[src/rtl/axi_sram_responder.sv]
// AXI3 slave serving single beats and FIXED/INCR bursts (up to 16 beats) from a
// single-port synchronous SRAM with 1-cycle read latency, one transaction at a time.
module axi_sram_responder #(
  parameter int RAM_AW = 16
) (
  input  logic              clk,
  input  logic              rst,
  input  logic [3:0]        arid,
  input  logic [31:0]       araddr,
  input  logic [3:0]        arlen,
  input  logic [2:0]        arsize,
  input  logic [1:0]        arburst,
  input  logic [1:0]        arlock,
  input  logic [3:0]        arcache,
  input  logic [2:0]        arprot,
  input  logic              arvalid,
  output logic              arready,
  output logic [3:0]        rid,
  output logic [31:0]       rdata,
  output logic [1:0]        rresp,
  output logic              rlast,
  output logic              rvalid,
  input  logic              rready,
  input  logic [3:0]        awid,
  input  logic [31:0]       awaddr,
  input  logic [3:0]        awlen,
  input  logic [2:0]        awsize,
  input  logic [1:0]        awburst,
  input  logic [1:0]        awlock,
  input  logic [3:0]        awcache,
  input  logic [2:0]        awprot,
  input  logic              awvalid,
  output logic              awready,
  input  logic [3:0]        wid,
  input  logic [31:0]       wdata,
  input  logic [3:0]        wstrb,
  input  logic              wlast,
  input  logic              wvalid,
  output logic              wready,
  output logic [3:0]        bid,
  output logic [1:0]        bresp,
  output logic              bvalid,
  input  logic              bready,
  output logic              ram_en,
  output logic [3:0]        ram_wen,
  output logic [RAM_AW-1:0] ram_addr,
  output logic [31:0]       ram_wdata,
  input  logic [31:0]       ram_rdata,
  output logic [2:0]        dbg_state
);

  typedef enum logic [2:0] {
    IDLE    = 3'd0,
    RD_REQ  = 3'd1,
    RD_CAP  = 3'd2,
    RD_RESP = 3'd3,
    WR_DATA = 3'd4,
    WR_RESP = 3'd5
  } state_t;

  state_t      state_q, state_d;
  logic        last_w_q;
  logic [3:0]  id_q;
  logic [31:0] addr_q;
  logic [2:0]  size_q;
  logic [1:0]  burst_q;
  logic [3:0]  beats_q;
  logic [31:0] rdata_q;

  logic        grant_w, ar_take, aw_take, w_beat, r_beat, advance;
  logic [31:0] next_addr;

  // Every channel transfers on a cycle where valid and ready are both high at the
  // rising edge; valid never waits for ready, and R/B payloads hold until taken.
  assign grant_w   = awvalid && (!arvalid || !last_w_q);
  assign ar_take   = rst && (state_q == IDLE) && arvalid && !grant_w;
  assign aw_take   = rst && (state_q == IDLE) && awvalid && (grant_w || !arvalid);
  assign w_beat    = (state_q == WR_DATA) && wvalid;
  assign r_beat    = (state_q == RD_RESP) && rready;
  assign advance   = (w_beat || r_beat) && (beats_q != 4'd0);
  assign next_addr = (burst_q == 2'b00) ? addr_q : addr_q + (32'd1 << size_q);

  always_comb begin
    state_d = state_q;
    case (state_q)
      IDLE: begin
        if (ar_take)      state_d = RD_REQ;
        else if (aw_take) state_d = WR_DATA;
      end
      RD_REQ:  state_d = RD_CAP;
      RD_CAP:  state_d = RD_RESP;
      RD_RESP: if (rready) state_d = (beats_q == 4'd0) ? IDLE : RD_REQ;
      WR_DATA: if (wvalid && beats_q == 4'd0) state_d = WR_RESP;
      WR_RESP: if (bready) state_d = IDLE;
      default: state_d = IDLE;
    endcase
  end

  always_ff @(posedge clk or negedge rst) begin
    if (!rst) begin
      state_q  <= IDLE;
      last_w_q <= 1'b0;
      id_q     <= '0;
      addr_q   <= '0;
      size_q   <= '0;
      burst_q  <= '0;
      beats_q  <= '0;
      rdata_q  <= '0;
    end else begin
      state_q <= state_d;
      if (ar_take || aw_take) begin
        last_w_q <= aw_take;
        id_q     <= aw_take ? awid    : arid;
        addr_q   <= aw_take ? awaddr  : araddr;
        size_q   <= aw_take ? awsize  : arsize;
        burst_q  <= aw_take ? awburst : arburst;
        beats_q  <= aw_take ? awlen   : arlen;
      end else if (advance) begin
        beats_q <= beats_q - 4'd1;
        addr_q  <= next_addr;
      end
      if (state_q == RD_CAP) rdata_q <= ram_rdata;
    end
  end

  assign arready   = ar_take;
  assign awready   = aw_take;
  assign rvalid    = (state_q == RD_RESP);
  assign rid       = rvalid ? id_q : 4'd0;
  assign rdata     = rdata_q;
  assign rresp     = 2'b00;
  assign rlast     = rvalid && (beats_q == 4'd0);
  assign wready    = (state_q == WR_DATA);
  assign bvalid    = (state_q == WR_RESP);
  assign bid       = bvalid ? id_q : 4'd0;
  assign bresp     = 2'b00;
  assign ram_en    = (state_q == RD_REQ) || w_beat;
  assign ram_wen   = w_beat ? wstrb : 4'b0000;
  assign ram_addr  = addr_q[RAM_AW+1:2];
  assign ram_wdata = w_beat ? wdata : 32'd0;
  assign dbg_state = state_q;

  // Protection/cache attributes, wid and wlast carry no meaning for plain RAM.
  logic unused_ok;
  assign unused_ok = ^{arlock, arcache, arprot, awlock, awcache, awprot, wid, wlast};

endmodule

[config.mk]
export PLATFORM = sky130hd
export DESIGN_NAME = axi_sram_responder
export DESIGN_NICKNAME = d
export VERILOG_FILES = /design/src/rtl/axi_sram_responder.sv
export SDC_FILE = /design/constraint.sdc
export NUM_CORES = 1
export LEC_CHECK = 0
export BUFFER_PORTS_ARGS = -buffer_cell sky130_fd_sc_hd__buf_4
export CELL_PAD_IN_SITES_DETAIL_PLACEMENT = 0
export CELL_PAD_IN_SITES_GLOBAL_PLACEMENT = 1
export CORE_AREA = 4 4 134 110
export DETAILED_ROUTE_END_ITERATION = 10
export DIE_AREA = 0 0 138 114
export PLACE_DENSITY = 0.9
export SKIP_LAST_GASP = 1
export SYNTH_ARGS = -nofsm -noshare
export SYNTH_HDL_FRONTEND = slang
export SYNTH_SLANG_ARGS = --single-unit
[constraint.sdc]
create_clock -name clk -period 6 [get_ports clk]
set_input_delay 0.6 -clock clk [delete_from_list [all_inputs] [get_ports clk]]
set_output_delay 0.6 -clock clk [all_outputs]
set_load 0.005 [all_outputs]
# Word-level counts from Yosys, hierarchy flattened
# Index checks and enable logic that the tools add are counted.
dict set report classes {
  eq_ne 10
  shift 1
  n_addsub 2
  reduce_logical 26
  n_mux 21
}
# cell count
set ops {}
lappend ops {{32-bit 2-to-1 mux} 5}
lappend ops {{32-bit adder} 1}
lappend ops {{1-bit by 3-bit << shifter with 32-bit output, first input constant} 1}
lappend ops {{4-bit 2-to-1 mux} 7}
lappend ops {{3-bit 2-to-1 mux} 6}
lappend ops {{3-bit case mux with 6 select lines} 1}
lappend ops {{1-bit logical AND} 11}
lappend ops {{2-bit by 1-bit inequality test with 1-bit output, second input constant} 4}
lappend ops {{3-bit by 2-bit == test with 1-bit output, second input constant} 2}
lappend ops {{3-bit == test, second input constant} 2}
lappend ops {{1-bit logical OR} 5}
lappend ops {{4-bit zero test} 1}
lappend ops {{4-bit AND reduction} 1}
lappend ops {{4-bit nonzero test} 1}
lappend ops {{4-bit by 1-bit subtractor with 4-bit output, second input constant} 1}
lappend ops {{3-bit by 1-bit == test with 1-bit output, second input constant} 1}
lappend ops {{1-bit zero test} 3}
lappend ops {{3-bit zero test} 1}
lappend ops {{3-bit inequality test, second input constant} 1}
lappend ops {{2-bit zero test} 1}
lappend ops {{2-bit 2-to-1 mux} 1}
lappend ops {{2-bit AND reduction} 1}
lappend ops {{2-bit nonzero test} 1}
lappend ops {{1-bit 2-to-1 mux} 1}
dict set report word_totals {
  in_bits 188
  elab_cells 68
  register_bits 81
  out_inout_bits 106
}

# Logic depth before layout (Yosys ltp)
# Gate-level depths: netlist (run 1).
dict set report depth {
  depth_word 8
  mapped_depth 11
  mapped_depth_nobuf 10
}

# Worst setup path before layout (run 1)
# OpenSTA, ideal clock, no wires.
dict set report synth_timing {
  kind {reg2reg}
  start {register size_q[1]}
  end {register addr_q[14]}
  arrival_time_ns 2.284
  setup_time_ns 0.136
  setup_slack_ns 3.580
  stages_incl_launch_ff 12
  path_buffers 1
  cell_sequence {dfrtp_1 -> clkbuf_1 -> nor3_1 -> ha_1 -> inv_1 -> fa_1 -> nand2b_1 -> a21oi_1 -> a31oi_1 -> nor3b_1 -> xnor2_1 -> o21ai_0}
}
dict set report synth_between {
  elab_chain_cells 5
}
# item line
set synth_rtl {}
lappend synth_rtl {{start, declared} 65} ;# logic [2:0] size_q;
lappend synth_rtl {{start signal, assigned} 115} ;# size_q <= aw_take ? awsize : arsize;
lappend synth_rtl {{1-bit by 3-bit << shifter with 32-bit output} 81} ;# assign next_addr = (burst_q == 2'b00) ? addr_q : addr_q + (32'd1 << size_q);
lappend synth_rtl {{32-bit adder} 81}
lappend synth_rtl {{32-bit 2-to-1 mux} 81}
lappend synth_rtl {{32-bit 2-to-1 mux} 118} ;# end else if (advance) begin
lappend synth_rtl {{32-bit 2-to-1 mux} 111} ;# if (ar_take || aw_take) begin
lappend synth_rtl {{end signal, assigned} 114} ;# addr_q <= aw_take ? awaddr : araddr;
lappend synth_rtl {{end signal, assigned} 120} ;# addr_q <= next_addr;
lappend synth_rtl {{end, declared} 64} ;# logic [31:0] addr_q;
# Every way passes these cells. The select of a mux whose other input is x is not followed.
# A chain may end at the register's enable or synchronous reset.

# Final worst setup path (run 1)
dict set report layout_timing {
  start {input port rst}
  end {output port awready}
}
dict set report layout_between {
  elab_chain_cells 3
}
# item line
set layout_rtl {}
lappend layout_rtl {{start, declared} 7} ;# input logic rst,
lappend layout_rtl {{1-bit logical AND (3 in a row)} 77} ;# assign aw_take = rst && (state_q == IDLE) && awvalid && (grant_w || !arvalid);
lappend layout_rtl {{end, declared} 33} ;# output logic awready,
# Every way passes these cells.

==> results.md, run 1 <==
- Count of port buffers added during placement: 238
- Fin crit period: 3.09 ns
- Fmax: between 300 and 400 MHz
- Most frequent standard cell in the layout excluding fill and tap cells: sky130_fd_sc_hd__buf_4
- Resized cells post-CTS: 0
- GP Congestion: ~0.85
- Worst hold margin: 0.186 ns
- Number of max-capacitance violations reported: 0
- Peak supply drop: approximately 0.25 mV
- Detailed-routing iteration count for the pre-antenna-repair pass: 4
- Overall via count from detail_route: roughly 3900
- Yosys reg bits: 67
- Total congestion overflow: 0
- Antenna-violating nets left: 0
- Total DRC errors in the routed layout: 0
- Die height: about 110 um
- Pwr per Cell Area: between 400 and 500 nW/um^2
- Detail Placement HPWL: ~11000 um
- Cell count after synthesis: about 420
- Setup fix buffers added after clock tree synthesis: 0
- Count of hold buffers inserted by post-cts repair: 0
- Largest net degree at the start of global routing: 44
- Critical path capture point type: primary output
- Clock tree from TritonCTS: done
- Setup repair after global routing missed its margin: false
- Total routing resource utilization after global routing: between 15 and 20%
- Share of the clock period used by the worst path: 51.5%
- CP Launch Type: input port
- Clock latency on the worst-skew pair: ~0.33 ns
- Sequential cell area fraction in the yosys report: between 40% and 50%
- Post-detailed-routing wire length: 13400 um
- Number of diodes: 0
- Share of final-layout standard cells stronger than drive strength 1: 48.7%
- Flip-flop cell with the highest count after synthesis: sky130_fd_sc_hd__dfrtp_1
- GRT met3 Usage: under 10%
- Critical path buffer and inverter count: 2
- Number of violations reported at the end of detailed-routing iteration 0: between 100 and 150
- CORE AREA: between 10000 and 15000 um^2
- YS warnings: 0
- Maximum fanout along the worst path: 34
- Number of endpoints failing setup at the final stage: 0
- CP required: 5.40 ns
- Family with the most delay on the worst path: simple AND/OR/NAND/NOR gates
- Data arrival time of the critical path: 2.49 ns
- Number of sinks handled by clock tree synthesis: 67
- Count of flip-flops with a built-in enable after synthesis: 0
- Clock-pin transition on the worst setup and hold timing paths: 0.05 ns
- CP Cell Sequence: buf_4 -> or4b_4 -> nor2b_4 -> buf_4
- Post-detailed-route via-to-cell ratio: roughly 4.7
- Fin Setup TNS: 0 ns
- H-tree depth: 3
- Final max-slew violation count: 0
- Netlist cell types: 53
- Total I/O pin count: slightly below 300
- Global-route wire length before repair: roughly 21000 um
- Global-route track usage on met2: roughly 28%
- Final routed wire length divided by cell count: 16.4 um
- Clock root buffer master: sky130_fd_sc_hd__clkbuf_16
- Number of global-route vias before repair: roughly 4100
- Average size of a mapped cell: 9.78 um^2
- Antenna violations before repair: 0
- Type of the setup path with the least slack: input port to primary output
- Outcome: finished clean
- Biggest cell delay along the critical path: 0.73 ns
- Worst rel slew slack: just over 40%
- Rows: 38
- Leakage power total: approximately 3.0 nW
- Hold crit path type: input port to async pin
- Most frequent cell on the critical path: sky130_fd_sc_hd__buf_4
- Area of the die: between 15000 and 20000 um^2
- Maximum buffer depth of the clock tree: 2
- Number of buffers inserted during clock tree synthesis: 9
- Initial cell density of the core: 30.5%
- Worst Clk Skew: approximately 0.0064 ns
- Post-synthesis async set-or-reset flop share: between 90% and 100%
- Hold violation count in the final report: 0
- Area of the mapped netlist: 4090 um^2
- Worst-margin pin slew: 0.886 ns
- Met1 routing resource usage after global routing: about a fifth
- Final net count: just over 800
- Crit path max-delay cell type: sky130_fd_sc_hd__nor2b_4
- Highest-utilization routing layer at the global route stage: met2
- Chip width: between 100 and 150 um
- Highest-count cells in the layout ignoring fill and taps: sky130_fd_sc_hd__buf_4 (242), sky130_fd_sc_hd__dfrtp_1 (67), sky130_fd_sc_hd__and2_1 (45), sky130_fd_sc_hd__mux2_2 (39), sky130_fd_sc_hd__nand2_1 (37)
- Area growth from synthesis to final layout: 52.0%
[per-stage QoR]
stage | cells | power (mW) | cell area [um^2] | setup slack, ns | utilization [%]
2_1_floorplan | 421 | 1.64 | 4100 | 3.58 | -
3_3_place_gp | 800 | 2.12 | 5880 | 2.90 | 43.9
3_5_place_dp | 800 | 2.18 | 5880 | 2.87 | 43.9
4_1_cts | 816 | 2.78 | 6210 | 2.87 | 46.3
5_1_grt | 816 | 2.96 | 6210 | 2.76 | 46.3
6_report | 816 | 2.73 | 6210 | 2.91 | 46.3
[where the power goes]
part / total [mW] / switching, mW / internal [mW]
clock: 0.573 / 0.198 / 0.375
sequential: 0.874 / 0.196 / 0.678
combinational: 1.29 / 0.570 / 0.718
[cells in the mapped netlist, types with 8 or more instances]
cell type | count | area share, %
sky130_fd_sc_hd__dfrtp_1 | 67 | 41
sky130_fd_sc_hd__and2_1 | 45 | 6.9
sky130_fd_sc_hd__mux2_2 | 39 | 11
sky130_fd_sc_hd__nand2_1 | 37 | 3.4
sky130_fd_sc_hd__a21oi_1 | 24 | 2.9
sky130_fd_sc_hd__nor2_1 | 24 | 2.2
sky130_fd_sc_hd__buf_4 | 21 | 3.9
sky130_fd_sc_hd__a22oi_1 | 11 | 2.0
sky130_fd_sc_hd__clkbuf_1 | 11 | 1.0
sky130_fd_sc_hd__inv_1 | 11 | 1.0
sky130_fd_sc_hd__ha_1 | 9 | 2.8
sky130_fd_sc_hd__o21ai_0 | 9 | 1.1
sky130_fd_sc_hd__buf_2 | 8 | 0.98
sky130_fd_sc_hd__xnor2_1 | 8 | 1.7
[final timing paths]
kind	slack [ns]	depth (start not counted)	endpoint	from
setup / recovery	2.91	4	awready	rst
hold / removal	0.19	1	addr_q[0]	rst
setup reg to reg	3.30	10	addr_q[17]	size_q[2]
hold reg to reg	0.51	1	rdata[5]	rdata[5]
max in group asynchronous	4.93	2	rdata[21]	rst
min in group clk	0.46	3	id_q[3]	awid[3]
[state kept, by name, indices dropped and copies added (netlist names)]
register	flops
id_q	4
rdata	32
beats_q	4
last_w_q	1
size_q	3
burst_q	2
addr_q	18
dbg_state	3
[area by class of cell]
class	count	area [um^2]
multi-input cells	300	2120
flip-flops and latches	67	1680
repair buffers	242	1820
clock inverters	6	88.8
clock buffers	10	239
well taps	180	225
inverters	11	41.3
fillers	1312	7200
[kinds of logic (layout without fill, tap and decap cells)]
kind of cell	count (synthesis)	count (layout)	synth area share (%)
xor+xnor	13	13	2.79
mux	43	43	11.7
flops	67	67	41.0
compound gates	89	89	14.7
other cells	1	4	0.0918
fa+ha+maj	10	10	3.25
simple gates	141	141	18.7
buf+inv	54	269	7.69
[per-layer routing]
layer  up-vias  share of wire [%]
met4         0               0.85
met3        11                9.6
met2       144                 49
met5         -                  0
li1       1871                  -
met1      1833                 40
Power figures use the tool's default switching activity.
==> run 2, diff against run 1 <==
--- a/config.mk
+++ b/config.mk
@@ -8,10 +8,10 @@
 export BUFFER_PORTS_ARGS = -buffer_cell sky130_fd_sc_hd__buf_4
 export CELL_PAD_IN_SITES_DETAIL_PLACEMENT = 0
 export CELL_PAD_IN_SITES_GLOBAL_PLACEMENT = 1
-export CORE_AREA = 4 4 134 110
+export CORE_AREA = 4 4 146 120
 export DETAILED_ROUTE_END_ITERATION = 10
-export DIE_AREA = 0 0 138 114
-export PLACE_DENSITY = 0.9
+export DIE_AREA = 0 0 150 124
+export PLACE_DENSITY = 0.81
 export SKIP_LAST_GASP = 1
 export SYNTH_ARGS = -nofsm -noshare
 export SYNTH_HDL_FRONTEND = slang
==> constraint.sdc (replaced) <==
create_clock -name clk -period 2.57 [get_ports clk]
set_input_delay 0.257 -clock clk [delete_from_list [all_inputs] [get_ports clk]]
set_output_delay 0.257 -clock clk [all_outputs]
set_load 0.005 [all_outputs]
==> run 2 against run 1 <==
Against the previous run: final cell count increased by 6.9%; via count decreased by 1.5%; critical path depth up 7; sequential share of layout area fell by 0.83 points; register-to-register slack worse by 3.2 ns.
==> results.md, run 2 (synthesized netlist as in run 1, its figures left out) <==
- CP required: 2.84 ns (was 5.40 ns)
- Gate power share: 49.7% (was 47.1%)
- CP Launch Type: flip-flop (was input port)
- Fin crit period: around 2.5 ns
- Critical path buffer and inverter count: 2 (unchanged)
- Number of violations reported at the end of detailed-routing iteration 0: 167 (was 110)
- Pwr per Cell Area: 1010 nW/um^2 (was 440 nW/um^2)
- Most frequent standard cell in the layout excluding fill and tap cells: sky130_fd_sc_hd__buf_4 (unchanged)
- Post-place setup slack: 0.0215 ns (was 2.87 ns)
- Type of the setup path with the least slack: flip-flop to flip-flop (was input port to primary output)
- Count of port buffers added during placement: 238 (unchanged)
- Largest net degree at the start of global routing: 68 (was 44)
- Crit path max-delay cell type: sky130_fd_sc_hd__dfrtp_2 (was sky130_fd_sc_hd__nor2b_4)
- Area growth from synthesis to final layout: 57.1% (was 52.0%)
- Detailed-routing iteration count for the pre-antenna-repair pass: 4 (unchanged)
- Chip width: 150 um (was 138 um)
- GP Congestion: 0.773 (was 0.851)
- Instance area at placement: 6060 um^2 (was 5880 um^2)
- Total Power Consumption: 6.48 mW (was 2.73 mW)
- Post-detailed-routing wire length: 13700 um (was 13400 um)
- Final routed wire length divided by cell count: 15.7 um (was 16.4 um)
- Worst Clk Skew: 0.0103 ns (was 0.00637 ns)
- Post-Place Cells: 855 (was 800)
- Overall via count from detail_route: 3800 (was 3859)
- Hold crit path type: input port to flip-flop (was input port to async pin)
- Final max-slew violation count: 0 (unchanged)
- Antenna violations before repair: 1 (was 0)
- Family with the most delay on the worst path: compound AO/OA/AOI/OAI gates (was simple AND/OR/NAND/NOR gates)
- Maximum buffer depth of the clock tree: 2 (unchanged)
- Antenna-violating nets left: 0 (unchanged)
- Detail Placement HPWL: 10700 um (about the same)
- Final net count: 845 (was 829)
- Net switching component of the power: 2.34 mW (was 964 uW)
- Post-route worst setup slack: 0.0886 ns (was 2.91 ns)
- Biggest cell delay along the critical path: 0.46 ns (was 0.73 ns)
- Depth of the most critical reg-to-reg path: 11 (was 10)
- Count of hold buffers inserted by post-cts repair: 0 (unchanged)
- Worst-margin pin slew: 0.912 ns (was 0.886 ns)
- Largest register FFs: 32 (unchanged)
- Peak supply drop: 0.558 mV (was 0.252 mV)
- Share of final-layout standard cells stronger than drive strength 1: 51.7% (was 48.7%)
- CORE AREA: 16200 um^2 (was 13400 um^2)
- Number of global-route vias before repair: 3798 (was 4115)
- Number of sinks handled by clock tree synthesis: 67 (unchanged)
- Total DRC errors in the routed layout: 0 (unchanged)
- Clock tree from TritonCTS: done (unchanged)
- Number of max-capacitance violations reported: 0 (unchanged)
- Leakage power total: 3.11 nW (was 3.04 nW)
- Net Sw Frac: 36.0% (was 35.3%)
- Highest-count cells in the layout ignoring fill and taps: sky130_fd_sc_hd__buf_4 (257), sky130_fd_sc_hd__dfrtp_1 (64), sky130_fd_sc_hd__and2_1 (45), sky130_fd_sc_hd__mux2_2 (39), sky130_fd_sc_hd__nand2_1 (37) (was sky130_fd_sc_hd__buf_4 (242), sky130_fd_sc_hd__dfrtp_1 (67), sky130_fd_sc_hd__and2_1 (45), sky130_fd_sc_hd__mux2_2 (39), sky130_fd_sc_hd__nand2_1 (37))
- Fmax: between 400 and 500 MHz
- Count of placed standard cells in the final layout, fillers left out: 872 (was 816)
- Worst hold margin: 0.116 ns (was 0.186 ns)
- Clock root buffer master: sky130_fd_sc_hd__clkbuf_16 (unchanged)
- Hold violation count in the final report: 0 (unchanged)
- Global-route wire length before repair: 20300 um (was 21300 um)
- Total routing resource utilization after global routing: 14.0% (was 16.6%)
- Clock-pin transition on the worst setup and hold timing paths: 0.06 ns (was 0.05 ns)
- Data arrival time of the critical path: 2.75 ns (was 2.49 ns)
- Worst hold path stage count: 3
- Die height: 124 um (was 114 um)
- Final non-filler cell area: 6420 um^2 (was 6210 um^2)
- Critical path capture point type: flip-flop (was primary output)
- Maximum fanout along the worst path: 9 (was 34)
- Initial cell density of the core: 25.2% (was 30.5%)
- Crit. path cell count: 11 (was 4)
- Share of the clock period used by the worst path: 96.6%
- Post-detailed-route via-to-cell ratio: 4.36 (was 4.73)
- Post-route core utilization: 39.7% (was 46.3%)
- Area of the die: 18600 um^2 (was 15700 um^2)
- Worst rel slew slack: 39.2% (was 40.8%)
- H-tree depth: 3 (unchanged)
- Clock latency on the worst-skew pair: 0.33 ns (about the same)
- Clock network fraction of design power: 19.4% (was 21.0%)
- Filler cell count: 1662 (was 1312)
- Fin Setup TNS: 0 ns (unchanged)
- Sequential cell area: 1680 um^2 (about the same)
- Number of endpoints failing setup at the final stage: 0 (unchanged)
- Share of power burned in registers: 30.9% (was 32.0%)
- Total congestion overflow: 0 (unchanged)
- CP Cell Sequence: nor3_2 -> ha_2 -> inv_1 -> fa_1 -> nand2b_1 -> a21oi_2 -> a31oi_4 -> buf_4 -> nor2_1 -> o32a_1 -> o221a_2 (was buf_4 -> or4b_4 -> nor2b_4 -> buf_4)
- Rows: 42 (was 38)
- Outcome: finished clean (unchanged)
- Total I/O pin count: 294 (unchanged)
- Number of buffers inserted during clock tree synthesis: 9 (unchanged)
- Cell-internal power: 4.14 mW (was 1.77 mW)
- Number of diodes: 0 (unchanged)
- Area used by multi-input combinational logic: 2170 um^2 (was 2120 um^2)
run 2: power by group through the flow:
stage	Combinational (mW)	Sequential, mW	Clock [mW]
6_report	3.22	2.00	1.25
4_1_cts	3.22	2.00	1.31
3_5_place_dp	3.20	2.01	0
3_3_place_gp	3.18	1.99	0
5_1_grt	3.59	2.08	1.35
2_1_floorplan	1.92	1.91	0
run 2: worst register-to-register path, stage by stage, from the launching register on:
cell and delay, ns:
sky130_fd_sc_hd__dfrtp_2 0.46, sky130_fd_sc_hd__nor3_2 0.20, sky130_fd_sc_hd__ha_2 0.20, sky130_fd_sc_hd__inv_1 0.05, sky130_fd_sc_hd__fa_1 0.39, sky130_fd_sc_hd__nand2b_1 0.21, sky130_fd_sc_hd__a21oi_2 0.22, sky130_fd_sc_hd__a31oi_4 0.14
sky130_fd_sc_hd__buf_4 0.18, sky130_fd_sc_hd__nor2_1 0.08, sky130_fd_sc_hd__o32a_1 0.15, sky130_fd_sc_hd__o221a_2 0.16
run 2: path summary, 6_finish.rpt:
kind                       startpoint    endpoint  slack (ns)
setup / recovery            size_q[1]  addr_q[10]        0.09
hold / removal              awsize[1]   size_q[1]        0.12
setup reg to reg            size_q[1]  addr_q[10]        0.09
hold reg to reg             rdata[26]   rdata[26]        0.51
max in group asynchronous         rst   size_q[1]        1.74
min in group asynchronous         rst  addr_q[12]        0.16
run 2: area by class of cell:
type,instances,area share [%]
clock buffers,9,3.51
clock inverters,7,1.21
inverters,11,0.643
multi-input cells,300,33.8
flip-flops and latches,67,26.2
well taps,220,4.29
repair buffers,258,30.4
run 2: routing by layer:
| layer | GRT usage, % | routed length, um | share of wire [%] | vias to the layer above |
|---|---|---|---|---|
| li1 | - | - | - | 1911 |
| met4 | 3.09 | 64 | 0.47 | 0 |
| met2 | 20.5 | 6130 | 45 | 145 |
| met1 | 19.4 | 6130 | 45 | 1737 |
| met3 | 5.82 | 1330 | 9.7 | 7 |
| met5 | 0 | 0 | 0 | - |
run 2: what timing repair did:
item                       CTS  global route
pin swaps                    0             2
gates resized for setup      1            11
cloned                       0             0
setup endpoints to repair    1             8
setup buffers                0             1
==> run 3, diff against run 2 <==
--- a/config.mk
+++ b/config.mk
@@ -11,7 +11,9 @@
 export CORE_AREA = 4 4 146 120
 export DETAILED_ROUTE_END_ITERATION = 10
 export DIE_AREA = 0 0 150 124
-export PLACE_DENSITY = 0.81
+export GPL_ROUTABILITY_DRIVEN = 1
+export HOLD_SLACK_MARGIN = 0.06
+export PLACE_DENSITY_LB_ADDON = 0.1
 export SKIP_LAST_GASP = 1
 export SYNTH_ARGS = -nofsm -noshare
 export SYNTH_HDL_FRONTEND = slang
==> run 3 against run 2 <==
Against the previous run: sequential power barely moved; non-clock buffer count rose by 13; sequential cell count did not move; worst hold slack got worse by 0.0070 ns; sequential share of layout area fell by 0.54 points; first-iteration DRC count fell by 2.4%; total power rose by 4.3%; register-to-register slack improved by 0.06 ns; routed wire length rose by 3.2%; largest cell class unchanged; count of clock-buffer cells in the layout rose by 3.
==> results.md, run 3 (synthesized netlist as in run 1, its figures left out) <==
- GP Congestion: 0.882 (was 0.773)
- Hold violation count in the final report: 0 (unchanged)
- Worst hold path stage count: 3 (unchanged)
- Number of endpoints failing setup at the final stage: 0 (unchanged)
- Post-detailed-route via-to-cell ratio: 4.47 (was 4.36)
- Largest net degree at the start of global routing: 46 (was 68)
- Count of placed standard cells in the final layout, fillers left out: 886 (was 872)
- Pwr per Cell Area: 1030 nW/um^2 (was 1010 nW/um^2)
- Worst R2R Setup Slack: 0.15 ns (was 0.09 ns)
- CP Launch Type: flip-flop (unchanged)
- Clock latency on the worst-skew pair: 0.33 ns (about the same)
- Die height: 124 um (unchanged)
- CP Cell Sequence: nor3_2 -> ha_1 -> inv_1 -> fa_1 -> nand2b_4 -> a21oi_4 -> a31oi_4 -> nor3b_1 -> xnor2_1 -> a21oi_1 (was nor3_2 -> ha_2 -> inv_1 -> fa_1 -> nand2b_1 -> a21oi_2 -> a31oi_4 -> buf_4 -> nor2_1 -> o32a_1 -> o221a_2)
- Chip width: 150 um (unchanged)
- Hold crit path type: input port to flip-flop (unchanged)
- Antenna violations before repair: 0 (was 1)
- Worst hold margin: 0.109 ns (was 0.116 ns)
- Global-route wire length before repair: 21400 um (was 20300 um)
- Outcome: finished clean (unchanged)
- Detailed-routing iteration count for the pre-antenna-repair pass: 4 (unchanged)
- H-tree depth: 3 (unchanged)
- Clock-pin transition on the worst setup and hold timing paths: 0.06 ns (about the same)
- Leakage power total: 3.20 nW (was 3.11 nW)
- Count of port buffers added during placement: 238 (unchanged)
- Area of the die: 18600 um^2 (unchanged)
- Post-route core utilization: 40.4% (was 39.7%)
- Most frequent standard cell in the layout excluding fill and tap cells: sky130_fd_sc_hd__buf_4 (unchanged)
- Area growth from synthesis to final layout: 60.2% (was 57.1%)
- Final max-slew violation count: 0 (unchanged)
- Worst-margin pin slew: 0.589 ns (was 0.912 ns)
- Detail Placement HPWL: 11300 um (was 10700 um)
- Final non-filler cell area: 6550 um^2 (was 6420 um^2)
- Total DRC errors in the routed layout: 0 (unchanged)
- Peak supply drop: 0.321 mV (was 0.558 mV)
- Source of the worst hold timing path: awid[2] (was awsize[1])
- Worst rel slew slack: 60.7% (was 39.2%)
- Family with the most delay on the worst path: adder cells (was compound AO/OA/AOI/OAI gates)
- Critical path buffer and inverter count: 1 (was 2)
- Post-detailed-routing wire length: 14100 um (was 13700 um)
- CP required: 2.77 ns (was 2.84 ns)
- CORE AREA: 16200 um^2 (unchanged)
- Largest register FFs: 32 (unchanged)
- Critical path capture point type: flip-flop (unchanged)
- Total routing resource utilization after global routing: 14.9% (was 14.0%)
- Final net count: 858 (was 845)
- Total I/O pin count: 294 (unchanged)
- Initial cell density of the core: 25.2% (unchanged)
- Number of buffers inserted during clock tree synthesis: 9 (unchanged)
- Share of the clock period used by the worst path: 94.0% (was 96.6%)
- Fmax: 414 MHz (was 403 MHz)
- Fin Setup TNS: 0 ns (unchanged)
- Setup repair after global routing missed its margin: false
- Crit path max-delay cell type: sky130_fd_sc_hd__dfrtp_2 (unchanged)
- Number of global-route vias before repair: 4061 (was 3798)
- Maximum buffer depth of the clock tree: 2 (unchanged)
- Instance area at placement: 6130 um^2 (was 6060 um^2)
- Reg-to-reg startpoint: size_q[2] (was size_q[1])
- Number of max-capacitance violations reported: 0 (unchanged)
- Clock root buffer master: sky130_fd_sc_hd__clkbuf_16 (unchanged)
- Depth of the most critical reg-to-reg path: 10 (was 11)
- Endpoint of the worst-slack reg-to-reg timing path: addr_q[12] (was addr_q[10])
- Total congestion overflow: 0 (unchanged)
- Share of final-layout standard cells stronger than drive strength 1: 52.0% (was 51.7%)
- Highest-count cells in the layout ignoring fill and taps: sky130_fd_sc_hd__buf_4 (270), sky130_fd_sc_hd__dfrtp_1 (66), sky130_fd_sc_hd__and2_1 (45), sky130_fd_sc_hd__mux2_2 (39), sky130_fd_sc_hd__nand2_1 (37) (was sky130_fd_sc_hd__buf_4 (257), sky130_fd_sc_hd__dfrtp_1 (64), sky130_fd_sc_hd__and2_1 (45), sky130_fd_sc_hd__mux2_2 (39), sky130_fd_sc_hd__nand2_1 (37))
- Overall via count from detail_route: 3961 (was 3800)
- Maximum fanout along the worst path: 8 (was 9)
- Clock tree from TritonCTS: done (unchanged)
- Worst Clk Skew: 0.00869 ns (was 0.0103 ns)
- Rows: 42 (unchanged)
- Biggest cell delay along the critical path: 0.45 ns (was 0.46 ns)
- Type of the setup path with the least slack: flip-flop to flip-flop (unchanged)
- Worst Hold Path EP: id_q[2] (was size_q[1])
- Post-Place Cells: 866 (was 855)
- Number of violations reported at the end of detailed-routing iteration 0: 163 (was 167)
- Final routed wire length divided by cell count: 15.9 um (was 15.7 um)
- Fin crit period: 2.42 ns (was 2.48 ns)
- Antenna-violating nets left: 0 (unchanged)
- Data arrival time of the critical path: 2.62 ns (was 2.75 ns)
- Number of sinks handled by clock tree synthesis: 67 (unchanged)
run 3: cell types whose count changed in the layout (fill, tap and decap cells not counted), sizes merged:
cell / change
inv: -1
dlygate4sd3: +1
buf: +12
diode: +1
clkbuf: +3
clkinv: -3
bufinv: +1
run 3: per-layer routing:
metal | track usage, % | wire length, um
met1 | 18.2 | 5890
met2 | 26.1 | 7000
met3 | 4.07 | 1050
met4 | 4.00 | 160
met5 | 0 | 0
run 3: power breakdown:
part           switching [mW]  total (mW)  leakage (nW)  internal [mW]
Combinational            1.49        3.41          2.24           1.92
Clock                   0.465        1.37         0.159          0.901
Sequential              0.402        1.99         0.804           1.58
run 3: worst min-delay path, delay by kind of cell:
kind          cells  cell delay (ns)
buf+inv           1             0.07
simple gates      2             0.08
run 3: worst max path at each step:
stage / cells past startpoint / end / from / slack [ns]
final: 10 / addr_q[12] / size_q[2] / 0.15
after global routing: 12 / addr_q[17] / size_q[2] / 0.001
after CTS: 10 / addr_q[16] / size_q[2] / -0.04
after detailed placement: 11 / addr_q[10] / size_q[2] / -0.04
after global placement: 11 / addr_q[10] / size_q[2] / -0.02
after floorplan: 11 / addr_q[14] / size_q[1] / 0.15
run 3: what timing repair did:
item | CTS | global route
setup endpoints to repair | 4 | 8
hold buffers | 1 | 0
gates cloned | 0 | 0
endpoints found under the hold margin | 22 | 0
resized for setup | 1 | 12
pin swaps | 0 | 1
buffers inserted | 0 | 2
run 3: layout make-up:
cell class	instances	area [um^2]
fillers	1668	9640
multi-input cells	300	2180
inverters	11	41.3
repair buffers	271	2040
well taps	220	275
flip-flops and latches	67	1680
clock inverters	4	72.6
clock buffers	12	256
diodes	1	2.50
run 3: stage by stage:
stage | setup slack, ns | total power [mW]
5_1_grt | 0.00129 | 7.29
4_1_cts | -0.0432 | 6.76
6_report | 0.154 | 6.76
3_3_place_gp | -0.0175 | 5.29
2_1_floorplan | 0.150 | 3.82
3_5_place_dp | -0.0441 | 5.34
